<file path="src/rtl/lemmings_pkg.sv">
// Shared types and defaults for the lemming controller array.
package lemmings_pkg;

  typedef enum logic [2:0] {
    WALK_L = 3'd0,
    WALK_R = 3'd1,
    FALL_L = 3'd2,
    FALL_R = 3'd3,
    DIG_L  = 3'd4,
    DIG_R  = 3'd5,
    SPLAT  = 3'd6
  } lem_state_t;

  localparam int SPLAT_LIMIT_DEF = 20;

endpackage

</file>
<file path="src/rtl/lemming_fsm.sv">
// One lemming channel: walk/fall/dig Moore FSM with fall-duration splat check.
// Optional dig time-out is enabled by defining LEMMINGS_DIG_LIMIT_EN.
module lemming_fsm
  import lemmings_pkg::*;
#(
  parameter int SPLAT_LIMIT = SPLAT_LIMIT_DEF,
  parameter int CNT_W       = 8,
  parameter int DIG_MAX     = 16
) (
  input  logic clk,
  input  logic areset,
  input  logic bump_left,
  input  logic bump_right,
  input  logic ground,
  input  logic dig,
  output logic walk_left,
  output logic walk_right,
  output logic aaah,
  output logic digging,
  output logic splat
);

  localparam logic [CNT_W-1:0] FALL_SAT  = CNT_W'(SPLAT_LIMIT + 1);
  localparam logic [CNT_W-1:0] SPLAT_LIM = CNT_W'(SPLAT_LIMIT);

  lem_state_t       r_state;
  lem_state_t       w_next;
  logic [CNT_W-1:0] r_fall_cnt;
  logic [CNT_W-1:0] w_fall_next;
  logic             w_land_splat;
  logic             w_dig_done;
  logic             r_walk_left;
  logic             r_walk_right;
  logic             r_aaah;
  logic             r_digging;
  logic             r_splat;

`ifdef LEMMINGS_DIG_LIMIT_EN
  localparam int               DIG_W    = $clog2(DIG_MAX + 1);
  localparam logic [DIG_W-1:0] DIG_LAST = DIG_W'(DIG_MAX - 1);

  logic [DIG_W-1:0] r_dig_cnt;
  logic [DIG_W-1:0] w_dig_next;

  assign w_dig_done = (r_dig_cnt == DIG_LAST);
`else
  assign w_dig_done = 1'b0;
`endif

  // Current fall cycle counts too, so fall_cnt+1 > SPLAT_LIMIT becomes >=.
  assign w_land_splat = (r_fall_cnt >= SPLAT_LIM);

  always_comb begin
    w_next = r_state;
    case (r_state)
      WALK_L: begin
        if (!ground)        w_next = FALL_L;
        else if (dig)       w_next = DIG_L;
        else if (bump_left) w_next = WALK_R;
      end
      WALK_R: begin
        if (!ground)         w_next = FALL_R;
        else if (dig)        w_next = DIG_R;
        else if (bump_right) w_next = WALK_L;
      end
      FALL_L:  if (ground) w_next = w_land_splat ? SPLAT : WALK_L;
      FALL_R:  if (ground) w_next = w_land_splat ? SPLAT : WALK_R;
      DIG_L: begin
        if (!ground)         w_next = FALL_L;
        else if (w_dig_done) w_next = WALK_L;
      end
      DIG_R: begin
        if (!ground)         w_next = FALL_R;
        else if (w_dig_done) w_next = WALK_R;
      end
      SPLAT:   w_next = SPLAT;
      default: w_next = WALK_L;
    endcase
  end

  always_comb begin
    w_fall_next = '0;
    if ((r_state == FALL_L || r_state == FALL_R) && (w_next == r_state))
      w_fall_next = (r_fall_cnt == FALL_SAT) ? r_fall_cnt : r_fall_cnt + CNT_W'(1);
  end

`ifdef LEMMINGS_DIG_LIMIT_EN
  always_comb begin
    w_dig_next = '0;
    if ((r_state == DIG_L || r_state == DIG_R) && (w_next == r_state))
      w_dig_next = r_dig_cnt + DIG_W'(1);
  end

  always_ff @(posedge clk or posedge areset) begin
    if (areset) r_dig_cnt <= '0;
    else        r_dig_cnt <= w_dig_next;
  end
`endif

  // Outputs are registered from the next state so they track r_state exactly.
  always_ff @(posedge clk or posedge areset) begin
    if (areset) begin
      r_state      <= WALK_L;
      r_fall_cnt   <= '0;
      r_walk_left  <= 1'b1;
      r_walk_right <= 1'b0;
      r_aaah       <= 1'b0;
      r_digging    <= 1'b0;
      r_splat      <= 1'b0;
    end else begin
      r_state      <= w_next;
      r_fall_cnt   <= w_fall_next;
      r_walk_left  <= (w_next == WALK_L);
      r_walk_right <= (w_next == WALK_R);
      r_aaah       <= (w_next == FALL_L) || (w_next == FALL_R);
      r_digging    <= (w_next == DIG_L) || (w_next == DIG_R);
      r_splat      <= (w_next == SPLAT);
    end
  end

  assign walk_left  = r_walk_left;
  assign walk_right = r_walk_right;
  assign aaah       = r_aaah;
  assign digging    = r_digging;
  assign splat      = r_splat;

endmodule

</file>
<file path="src/rtl/lemmings_array.sv">
// Array of independent lemming controllers plus a live-population count.
// Optional dig time-out in each channel is enabled by LEMMINGS_DIG_LIMIT_EN.
module lemmings_array
  import lemmings_pkg::*;
#(
  parameter int NUM_LEM     = 4,
  parameter int SPLAT_LIMIT = SPLAT_LIMIT_DEF,
  parameter int CNT_W       = 8,
  parameter int DIG_MAX     = 16
) (
  input  logic                         clk,
  input  logic                         areset,
  input  logic [NUM_LEM-1:0]           bump_left,
  input  logic [NUM_LEM-1:0]           bump_right,
  input  logic [NUM_LEM-1:0]           ground,
  input  logic [NUM_LEM-1:0]           dig,
  output logic [NUM_LEM-1:0]           walk_left,
  output logic [NUM_LEM-1:0]           walk_right,
  output logic [NUM_LEM-1:0]           aaah,
  output logic [NUM_LEM-1:0]           digging,
  output logic [NUM_LEM-1:0]           splat,
  output logic [$clog2(NUM_LEM+1)-1:0] alive_cnt
);

  localparam int ALIVE_W = $clog2(NUM_LEM + 1);

  logic [ALIVE_W-1:0] w_alive;

  for (genvar i = 0; i < NUM_LEM; i++) begin : g_lem
    lemming_fsm #(
      .SPLAT_LIMIT(SPLAT_LIMIT),
      .CNT_W      (CNT_W),
      .DIG_MAX    (DIG_MAX)
    ) u_fsm (
      .clk       (clk),
      .areset    (areset),
      .bump_left (bump_left[i]),
      .bump_right(bump_right[i]),
      .ground    (ground[i]),
      .dig       (dig[i]),
      .walk_left (walk_left[i]),
      .walk_right(walk_right[i]),
      .aaah      (aaah[i]),
      .digging   (digging[i]),
      .splat     (splat[i])
    );
  end

  always_comb begin
    w_alive = '0;
    for (int i = 0; i < NUM_LEM; i++)
      w_alive = w_alive + ALIVE_W'(!splat[i]);
  end

  assign alive_cnt = w_alive;

endmodule

</file>
<file path="config.mk">
export PLATFORM = sky130hd
export DESIGN_NAME = lemmings_array
export DESIGN_NICKNAME = d
export VERILOG_FILES = /design/src/rtl/lemmings_pkg.sv /design/src/rtl/lemming_fsm.sv /design/src/rtl/lemmings_array.sv
export SDC_FILE = /design/constraint.sdc
export NUM_CORES = 1
export LEC_CHECK = 0
export ABC_AREA = 1
export BUFFER_PORTS_ARGS = -buffer_cell sky130_fd_sc_hd__buf_2
export CAP_MARGIN = 20
export CORE_MARGIN = 3
export CORE_UTILIZATION = 50
export DETAILED_ROUTE_END_ITERATION = 7
export GPL_ROUTABILITY_DRIVEN = 0
export PLACE_DENSITY = 0.7
export SLEW_MARGIN = 5
export SYNTH_ARGS = -nofsm -noshare
export SYNTH_HDL_FRONTEND = slang
export SYNTH_HIERARCHICAL = 1
export SYNTH_SLANG_ARGS = --single-unit
</file>
<file path="constraint.sdc">
create_clock -name clk -period 3.6 [get_ports clk]
set_input_delay 0.54 -clock clk [delete_from_list [all_inputs] [get_ports clk]]
set_output_delay 0.54 -clock clk [all_outputs]
set_load 0.05 [all_outputs]
</file>
==> reports/qor.yml <==
status:
  status: "finished clean"
finish:
  nets: 546
  nFillCells: 615
  drive_gt1_share_pct: 17.4
  n_antenna_cell: 0
  syn2layout_area_growth_pct: 14.4
  final_common_cell: "nand2_1"
  postLayoutCoreUtil_pct: 59.9
  layout_common_cells: "nand2_1, inv_1, nor2_1"
drt:
  drt_iter0_drc: 86
  routed_wl_um: 6760
  wl_per_cell_um: 11.0
  avgViaCountPerCell: 4.74
  via_count: 2912
  firstDrtPassIters: 4
  ant_nets: 0
  drcViolationCount: 0
timing:
  clock-skew-final_ps: 8.92
  max_clock_freq_mhz: 394
  rsz0062_at_grt: "no"
  hold_viol_final: 0
  period_minus_slack_ps: 2540
  setup_ws_ps: 1060
  min_period_over_period_pct: 70.4
  setup_tns_ps: 0
  tightest_slew_ps: 620
  slew_viol_final: 0
  setup_violations: 0
  relSlewSlack_pct: 58.6
  hold_ws_ps: 291
global_route:
  grt_overflow: 0
  grt_max_degree: 17
  antenna_found_initial: 0
  grt_first_pass_wirelength_um: 12000
  grt_pass1_vias: 2870
  gr-usage-all-layers_pct: 17.9
synth:
  synth_area_leader_cell: "dfrtp_1"
  ys_ff_latch: 64
  syn_nets: 495
  synth_top_area_share_pct: 41.8
  yosys_warnings: 6
  synth.avg_cell_area_sq_um: 7.78
  syn_inst: 462
  synth-seq-area-share_pct: 44.7
  synth_area_leaders: "dfrtp_1, nand2_1, inv_1"
  synth_area_sq_mm: 0.00359
  synthDistinctLibCells: 20
worst_setup_path:
  cp_common_cell: "ha_1"
  endpoint_kind: "output port"
  cp_data_required_time_ps: 3060
  r2r-start: "g_lem[0].u_fsm/r_fall_cnt[6]"
  slowest_stage: "fa_1"
  critPathArrivalTime_ps: 2000
  crit_type: "flip-flop to output port"
  worstSetupStartpointType: "flip-flop"
  path_cells: "fa_1 > inv_1 > ha_1 > ha_1 > buf_2"
  path_max_fanout: 2
  max_stage_delay_ps: 540
  worstSetupStartpoint: "g_lem[0].u_fsm/splat"
floorplanning:
  io_pins: 41
  die_w_um: 90.8
  die_area_sq_mm: 0.00824
  start_util_pct: 52.3
  core_sq_mm: 0.00687
  rows: 30
  die_y_um: 90.8
clock_network:
  h-tree-depth: 3
  cts-resized-gates: 0
  clock_latency_ps: 330
  hold_buffers: 0
  cts_buffers: 9
  cts_sinks: 64
  cts_tree: "yes"
  clockBufferDepth: 2
  cts_root_buf: "clkbuf_8"
  path_clk_slew_ps: 70
  post_cts_buffers: 0
placement:
  place_hpwl_um: 5100
  io_buffers: 40
  pre_cts_ws_ps: 1410
job:
  drv_cap: 0
power_and_ir_drop:
  p_per_area_mw_per_mm2: 334
  power_leakage_uw: 0.00213
  vdd_drop_max_mv: 0.191
min_path:
  hold_path.class: "input pin to asynchronous set/reset pin"
[area by class of cell]
cell class | instances | area, sq um | share of cell area [%]
Timing Repair Buffer | 40 | 200 | 4.87
Sequential cell | 64 | 1610 | 39.1
Inverter | 87 | 327 | 7.94
Clock buffer | 13 | 159 | 3.86
Clock inverter | 3 | 40.0 | 0.973
Tap cell | 96 | 120 | 2.92
Multi-Input combinational cell | 311 | 1660 | 40.4
[layer usage]
| metal | GRT usage [%] | vias up | routed length (um) |
|---|---|---|---|
| met4 | 7.91 | 0 | 122 |
| met2 | 31.1 | 50 | 3210 |
| met3 | 4.08 | 10 | 285 |
| met5 | 0 | - | 0 |
| met1 | 21.2 | 1347 | 3140 |
| li1 | - | 1505 | - |
[path summary, 6_finish.rpt]
| kind | cells after the start | to | slack, ps |
|---|---|---|---|
| setup / recovery | 5 | alive_cnt[1] | 1060 |
| hold / removal | 2 | g_lem[2].u_fsm/walk_right | 290 |
| setup reg to reg | 9 | g_lem[0].u_fsm/walk_left | 2220 |
| hold reg to reg | 3 | g_lem[0].u_fsm/r_fall_cnt[7] | 550 |
| max in group asynchronous | 2 | g_lem[3].u_fsm/digging | 2900 |
| min in group clk | 3 | g_lem[3].u_fsm/digging | 500 |
[metrics by stage]
step                      power (uW)  cell area [sq um]  instances
final                           1370               4110        614
after global routing            1430               4110        614
after CTS                       1390               4110        614
after detailed placement         766               3920        598
after global placement           765               3920        598
after floorplan                  747               3590        462
[cell families after synthesis]
logic type	Yosys count	share of synthesized area (%)
compound gates	16	2.23
xor+xnor	16	3.90
fa+ha+maj	15	5.43
buf+inv	87	9.08
flops	64	44.7
simple gates	264	34.7
[critical path: cells and delay by family, from the launching register on]
kind                       cells  cell delay (ps)
adders and majority gates      3              970
buffers and inverters          2              300
DFF                            1              400
[synthesized netlist by cell type]
library cell / n
nand2_2: 4
nor2_4: 4
nand3_1: 24
a21oi_1: 8
inv_2: 8
fa_1: 1
dfrtp_1: 60
nor2_2: 4
inv_1: 79
ha_1: 14
o21ai_0: 8
dfstp_2: 4
nand3_4: 8
nand2_1: 116
or2_2: 4
xor2_1: 16
nand4_1: 12
nor3_1: 8
nor2_1: 76
nand3b_1: 4
[where the power goes]
group	switching [uW]	internal [uW]	total [uW]
Combinational	23.6	8.37	32.0
Sequential	0	719	719
Clock	265	356	621
Total	288	1080	1370
[sequential cells by signal, summed over array words and instances, names as in the netlist]
register and flops:
g_lem.u_fsm/r_fall_cnt 32, g_lem.u_fsm/r_state 12, g_lem.u_fsm/aaah 4, g_lem.u_fsm/digging 4, g_lem.u_fsm/splat 4, g_lem.u_fsm/walk_left 4, g_lem.u_fsm/walk_right 4
Power figures use the tool's default switching activity.
